`config.mk`:
```
export PLATFORM = sky130hd
export DESIGN_NAME = btn_event_arbiter
export DESIGN_NICKNAME = d
export VERILOG_FILES = /design/src/rtl/btn_event_arbiter.sv
export SDC_FILE = /design/constraint.sdc
export NUM_CORES = 1
export LEC_CHECK = 0
export CAP_MARGIN = 20
export CORE_MARGIN = 5
export CORE_UTILIZATION = 35
export DETAILED_ROUTE_END_ITERATION = 10
export GPL_ROUTABILITY_DRIVEN = 0
export SYNTH_ARGS = -nofsm -noshare
export SYNTH_HDL_FRONTEND = slang
export SYNTH_SLANG_ARGS = --single-unit
```
`constraint.sdc`:
```
create_clock -name clk -period 3.19 [get_ports clk]
set_clock_uncertainty 0.2 [all_clocks]
set_input_delay 0.638 -clock clk [delete_from_list [all_inputs] [get_ports clk]]
set_output_delay 0.638 -clock clk [all_outputs]
set_load 0.03 [all_outputs]
```
`src/rtl/btn_event_arbiter.sv`:
```
// Button event arbiter: latches single-cycle press pulses as pending requests and
// serialises them round-robin, with a minimum grant spacing, into a FWFT event FIFO.
module btn_event_arbiter #(
  parameter int N_BTN      = 4,
  parameter int FIFO_DEPTH = 4,
  parameter int GAP_CYCLES = 100_000
) (
  input  logic                          clk,
  input  logic                          rst,
  input  logic [N_BTN-1:0]              press,
  output logic                          ev_valid,
  output logic [$clog2(N_BTN)-1:0]      ev_id,
  input  logic                          ev_ready,
  output logic [N_BTN-1:0]              pending,
  output logic [$clog2(FIFO_DEPTH):0]   fifo_count,
  output logic                          overflow,
  input  logic                          clr_overflow
);

  localparam int IDW = $clog2(N_BTN);
  localparam int PW  = $clog2(FIFO_DEPTH);
  localparam int GW  = (GAP_CYCLES > 1) ? $clog2(GAP_CYCLES) : 1;
  localparam logic [GW-1:0] GAP_LOAD = GW'(GAP_CYCLES - 1);

  // Saturating countdown: parks at zero once the spacing window has elapsed.
  function automatic logic [GW-1:0] sat_dec(input logic [GW-1:0] v);
    return (v == '0) ? '0 : v - 1'b1;
  endfunction

  logic [IDW-1:0]   rr_ptr;
  logic [GW-1:0]    gap_cnt;
  logic [PW-1:0]    rd_ptr;
  logic [PW-1:0]    wr_ptr;
  logic [IDW-1:0]   mem [FIFO_DEPTH];

  logic             grant_ok;
  logic             grant_vld;
  logic [IDW-1:0]   grant_idx;
  logic [N_BTN-1:0] grant_vec;
  logic [N_BTN-1:0] lost;
  logic             pop;
  int               cand;

  assign grant_ok = (|pending) && (fifo_count < (PW+1)'(FIFO_DEPTH)) && (gap_cnt == '0);

  // Scan downward so the last hit is the one closest to rr_ptr.
  always_comb begin
    grant_vld = 1'b0;
    grant_idx = '0;
    cand      = 0;
    if (grant_ok) begin
      for (int k = N_BTN - 1; k >= 0; k--) begin
        cand = (int'(rr_ptr) + k) % N_BTN;
        if (pending[cand]) begin
          grant_vld = 1'b1;
          grant_idx = IDW'(cand);
        end
      end
    end
  end

  assign grant_vec = grant_vld ? (N_BTN'(1) << grant_idx) : '0;
  assign lost      = press & pending & ~grant_vec;
  assign ev_valid  = (fifo_count != '0);
  assign ev_id     = ev_valid ? mem[rd_ptr] : '0;
  assign pop       = ev_valid && ev_ready;

  always_ff @(posedge clk) begin
    if (rst) begin
      pending    <= '0;
      rr_ptr     <= '0;
      gap_cnt    <= '0;
      rd_ptr     <= '0;
      wr_ptr     <= '0;
      fifo_count <= '0;
      overflow   <= 1'b0;
    end else begin
      pending  <= (pending & ~grant_vec) | press;
      overflow <= (|lost) | (overflow & ~clr_overflow);
      if (grant_vld) begin
        rr_ptr  <= (int'(grant_idx) == N_BTN - 1) ? '0 : grant_idx + 1'b1;
        gap_cnt <= GAP_LOAD;
        wr_ptr  <= wr_ptr + 1'b1;
      end else begin
        gap_cnt <= sat_dec(gap_cnt);
      end
      if (pop) rd_ptr <= rd_ptr + 1'b1;
      case ({grant_vld, pop})
        2'b10:   fifo_count <= fifo_count + 1'b1;
        2'b01:   fifo_count <= fifo_count - 1'b1;
        default: fifo_count <= fifo_count;
      endcase
    end
  end

  // FIFO storage carries data only; occupancy and pointers decide what is visible.
  always_ff @(posedge clk) begin
    if (grant_vld) mem[wr_ptr] <= grant_idx;
  end

endmodule

```
# After elaboration in Yosys (flattened, before gate mapping)
# Memory sizes are Yosys's and may differ from the RTL's. A register that Yosys moved wholly into a read port is not among the register bits.
# Cells that the tools add are included.
[classes]
order_cmp = 5
n_reduce_logical = 12
bitwise_logic = 11
mux = 31
shifts = 1
eq_ne = 3
add_sub_neg = 9
[ops]
columns = ["operator", "count"]
rows = [
  ["17-bit two-way mux", 2],
  ["2-bit two-way mux", 9],
  ["17-bit logical NOT", 1],
  ["17-bit by 1-bit subtractor with 17-bit output, second input constant", 1],
  ["1-bit two-way mux", 14],
  ["4-bit AND", 3],
  ["3-bit by 4-bit less-than comparator with 1-bit output, second input constant", 3],
  ["2-bit by 1-bit adder with 2-bit output, second input constant", 4],
  ["1-bit binary-select mux with 2-bit select", 4],
  ["4-bit OR reduction", 2],
  ["3-bit case mux with 2 select lines", 1],
  ["2-bit OR reduction", 3],
  ["2-bit adder, second input constant", 2],
  ["2-bit by 1-bit == test with 1-bit output, second input constant", 2],
  ["4-bit two-way mux", 1],
  ["4-bit inverter", 1],
  ["4-bit bitwise OR", 1],
  ["1-bit by 2-bit << shifter with 4-bit output, first input constant", 1],
  ["3-bit by 1-bit adder with 3-bit output, second input constant", 1],
  ["1-bit AND, first input constant", 3],
  ["1-bit logical AND", 3],
  ["2-bit by 3-bit less-than comparator with 1-bit output, second input constant", 1],
  ["3-bit less-than comparator, second input constant", 1],
  ["3-bit nonzero test", 1],
  ["other kinds (7)", 7],
]
[word_totals]
n_memories = 1
in_bits = 8
word_cells = 81
output_inout_bits = 11
ramBits = 8
ff_bits = 31
[mem_list]
columns = ["name", "words", "width", "rd", "rd_ports_with_merged_regs", "wr", "line", "source"]
rows = [
  ["mem", 4, 2, 1, 1, 1, "34", "logic [IDW-1:0] mem [FIFO_DEPTH];"],
]

# Depth between registers and ports, before layout
# Gate-level depths: netlist (run 1).
[logic_depth]
ltp_word = 17
depth_mapped = 11
depth_no_buf = 11

# Worst setup path after synthesis (run 1)
# Ideal clock, no wire load.
[synth_timing]
path_type = "flip-flop to flip-flop"
from = "reg gap_cnt[9]"
to = "reg fifo_count[2]"
setup_slack_ns = 0.553
arrival_ns = 2.367
required_time_ns = 2.920
period_less_slack_ns = 2.637
path_stages_with_launch = 11
setup_time_ns = 0.070
n_path_buf = 0
path_cell_list = "dfxtp_1 or4_4 nor4b_4 and3_1 inv_1 ha_1 inv_1 fa_1 xor2_1 or3_1 a21oi_1"
[synth_between]
elab_chain_len = 5
elab_cells_between_ends = 7
classes_between = "eq/ne (2); mux (2); reduce/logical (3)"
[synth_rtl]
columns = ["item", "line", "source"]
rows = [
  ["start: declaration", "31", "logic [GW-1:0] gap_cnt;"],
  ["start signal: assignment", "85", "gap_cnt <= sat_dec(gap_cnt);"],
  ["17-bit logical NOT (*)", "44", "assign grant_ok = (|pending) && (fifo_count < (PW+1)'(FIFO_DEPTH)) && (gap_cnt == '0);"],
  ["1-bit logical AND (*)", "44", ""],
  ["1-bit two-way mux (*)", "51", "if (grant_ok) begin"],
  ["2-bit by 1-bit == test with 1-bit output or 2-bit == test (tied branches)", "88", "case ({grant_vld, pop})"],
  ["3-bit case mux with 2 select lines or 2-bit nonzero test (tied branches)", "--", ""],
  ["end signal: assignment", "89", "2'b10: fifo_count <= fifo_count + 1'b1;"],
  ["end signal: assignment", "90", "2'b01: fifo_count <= fifo_count - 1'b1;"],
  ["end signal: assignment", "91", "default: fifo_count <= fifo_count;"],
  ["end: declaration", "15", "output logic [$clog2(FIFO_DEPTH):0] fifo_count,"],
]
# Every way passes the cells marked *; elsewhere a longest branch is shown, timed or not.
# A chain may end at the register's enable or synchronous reset.

# Worst setup path in the final report (run 1)
# Same ends and word-level chain as after synthesis.

==> reports/results.tsv, run 1 <==
metric	value	unit
post-synth-top-area-cell	sky130_fd_sc_hd__dfxtp_1	
reg2reg_depth	10	
syn-mean-instance-area	9.89	um2
route.detailed.drc	0	
worst_setup_hold_path_clk_slew	80	ps
area_delta_synth_final	17.4	%
post_cts_resize_count	0	
worst_r2r_start	gap_cnt[9]	
syn-cell-area	1990	um2
start_util	0.361	
core_region_area	5510	um2
start_kind	flip-flop	
die_w	85.3	um
end_of_the_worst_register_to_register_path	fifo_count[2]	
cts_setup_buffers	0	
largest_net_degree_at_the_start_of_global_routing	18	
via_count_of_the_first_global_routing_pass	1384	
rsz0062_at_grt	no	
grt_antenna_before_repair	0	
grt_first_pass_wirelength	6270	um
detail_route.iter0.violations	78	
worstSetupPathType	reg -> reg	
required	3210	ps
maxSlewHeadroom	0.608	
hold_path_class	reg -> reg	
detail-route-antenna-nets	0	
synth_async_sr_flop_share	0	
fin_worst_hold_slack	321	ps
post_synth_main_area_contributors	sky130_fd_sc_hd__dfxtp_1 33%, sky130_fd_sc_hd__edfxtp_1 12%, sky130_fd_sc_hd__ha_1 6.9%	
finalNetCount	244	
die_y	85.3	um
cts_tree	built	
power_leakage	0.861	nW
cts.htree.levels	2	
endpoint	fifo_count[2]	
pre_cts_ws	369	ps
final-seq-area	901	um2
post_drt_via_cell_ratio	4.76	
timing.final.hold_violations	0	
footprint_of_the_multi_input_gates	1010	um2
tritoncts.num_buffers	5	
synth_net_count	221	
cts_root_buf	sky130_fd_sc_hd__clkbuf_8	
cts_buffer_depth	2	
diodes	0	
ys_warn_count	0	
die_footprint	7280	um2
worst_supply_voltage_drop_on_vdd	444	uV
insertion_delay	290	ps
remaining_global_route_overflow	0	
critical_path.endpoint_type	flip-flop	
max_cap_viols	0	
result_of_the_run	complete, no violations	
fill_cells	541	
r2r_slack	350	ps
cp.arrival	2860	ps
grt.total_usage	0.106	
top_cell_types_by_occurrence_after_synthesis	33 x sky130_fd_sc_hd__dfxtp_1, 27 x sky130_fd_sc_hd__nor2_1, 12 x sky130_fd_sc_hd__inv_1	
first_pass_iters	4	
synth-main-ff-cell	sky130_fd_sc_hd__dfxtp_1	
postSynthCellCount	201	
yosys.area.top_type_share	0.332	
synth.most_common_cell	sky130_fd_sc_hd__dfxtp_1	
place.port_buffers	18	
final_layout_size_suffix_gt1_frac	0.0978	
io_pins	19	
synth_enable_flop_cells	8	
worstMarginPinSlew	589	ps
achievable_frequency	0.352	GHz
setup_violations	0	
power	2.03	mW
clock_sink_count	41	
synth_seq_area_share	0.453	
postRouteWirelength	3590	um
minimum_clock_period_after_layout	2840	ps
vias	1414	
hpwl	2630	um
std_cell_rows	27	
synth.ff_latch_count	41	
post_cts_hold_buffer_count	0	
ys_types	42	
critPathMaxFanout	4	
drv_slew	0	
layout.core_utilization	0.424	
pwr_density_cell	871	nW/um2
avgRoutedWirePerCell	12.1	um
timing.final.crit_share	0.890	
cp_startpoint	gap_cnt[9]	
tns_setup	0	ps
setup_slack	351	ps
placed cells by master (no fill, tap or decap), types with 3 or more instances in the layout:
cell and count:
sky130_fd_sc_hd__dfxtp_1 33, sky130_fd_sc_hd__nor2_1 27, sky130_fd_sc_hd__clkdlybuf4s50_1 18, sky130_fd_sc_hd__inv_1 12, sky130_fd_sc_hd__ha_1 11, sky130_fd_sc_hd__o21ai_0 10, sky130_fd_sc_hd__xor2_1 10, sky130_fd_sc_hd__a21oi_1 9
sky130_fd_sc_hd__xnor2_1 9, sky130_fd_sc_hd__and2_1 8, sky130_fd_sc_hd__edfxtp_1 8, sky130_fd_sc_hd__nand2_1 7, sky130_fd_sc_hd__nor4_1 5, sky130_fd_sc_hd__nor3_1 5, sky130_fd_sc_hd__clkbuf_8 5, sky130_fd_sc_hd__or3_1 4
sky130_fd_sc_hd__mux2i_1 3, sky130_fd_sc_hd__nand3_1 3, sky130_fd_sc_hd__nand4b_1 3, sky130_fd_sc_hd__buf_4 3
metrics by stage:
| stage | std cells | instance area [um2] |
|---|---|---|
| finish | 297 | 2330 |
| global route | 297 | 2330 |
| CTS | 297 | 2330 |
| detailed placement | 289 | 2250 |
| global placement | 289 | 2250 |
| floorplan | 201 | 1990 |
cell families (layout without fill, tap and decap cells):
family / count (synthesis) / after routing / share of synthesized area
flip-flops: 41 / 41 / 0.453
XOR/XNOR: 19 / 19 / 0.0838
buffers and inverters: 17 / 41 / 0.0372
AND/OR/NAND/NOR: 79 / 79 / 0.222
adder cells (fa/ha/maj): 12 / 12 / 0.0793
multiplexers: 5 / 5 / 0.0378
AO/OA/AOI/OAI: 28 / 28 / 0.0863
per-layer routing:
layer,vias up,global-route usage,part of all wire
li1,737,-,-
met1,645,0.144,0.53
met2,28,0.158,0.40
met3,4,0.0252,0.050
met4,0,0.0475,0.019
met5,-,0,0
cell type report:
type	instances	area share
well taps	72	0.0386
flip-flops and latches	41	0.386
repair buffers	21	0.0869
clock buffers	6	0.0311
inverters	12	0.0193
multi-input cells	143	0.434
clock inverters	2	0.00429
critical path: stages (launching register included):
cell                      delay (ps)
sky130_fd_sc_hd__dfxtp_1         340
sky130_fd_sc_hd__or4_4           580
sky130_fd_sc_hd__nor4b_4         320
sky130_fd_sc_hd__and3_1          250
sky130_fd_sc_hd__inv_1            90
sky130_fd_sc_hd__ha_1            220
sky130_fd_sc_hd__inv_1            70
sky130_fd_sc_hd__fa_1            170
sky130_fd_sc_hd__xor2_1           70
sky130_fd_sc_hd__or3_1           300
sky130_fd_sc_hd__a21oi_1         150
power breakdown:
| part | switching, mW | leakage (nW) | internal (mW) |
|---|---|---|---|
| Sequential | 0.124 | 0.341 | 0.663 |
| Clock | 0.173 | 0.0450 | 0.152 |
| Combinational | 0.491 | 0.475 | 0.429 |
flip-flops by register name, summed over array words and instances (netlist names), named ones only:
register / cells
wr_ptr: 2
pending: 4
gap_cnt: 17
mem: 8
rr_ptr: 2
fifo_count: 3
overflow: 1
rd_ptr: 2
worst min-delay path by stage:
stage,start,endpoint,slack (ps),cells after the start
global route,gap_cnt[0],gap_cnt[0],370,1
global placement,gap_cnt[0],gap_cnt[0],290,1
CTS,gap_cnt[0],gap_cnt[0],320,1
finish,gap_cnt[0],gap_cnt[0],320,1
detailed placement,gap_cnt[0],gap_cnt[0],300,1
floorplan,gap_cnt[0],gap_cnt[0],260,1
Power figures use the tool's default switching activity.
==> run 2, diff against run 1 <==
--- a/config.mk
+++ b/config.mk
@@ -10,6 +10,7 @@
 export CORE_UTILIZATION = 35
 export DETAILED_ROUTE_END_ITERATION = 10
 export GPL_ROUTABILITY_DRIVEN = 0
+export SLEW_MARGIN = 40
 export SYNTH_ARGS = -nofsm -noshare
 export SYNTH_HDL_FRONTEND = slang
 export SYNTH_SLANG_ARGS = --single-unit
==> results of run 2 <==
Final layout, timing and power as in run 1 (identical DEF).
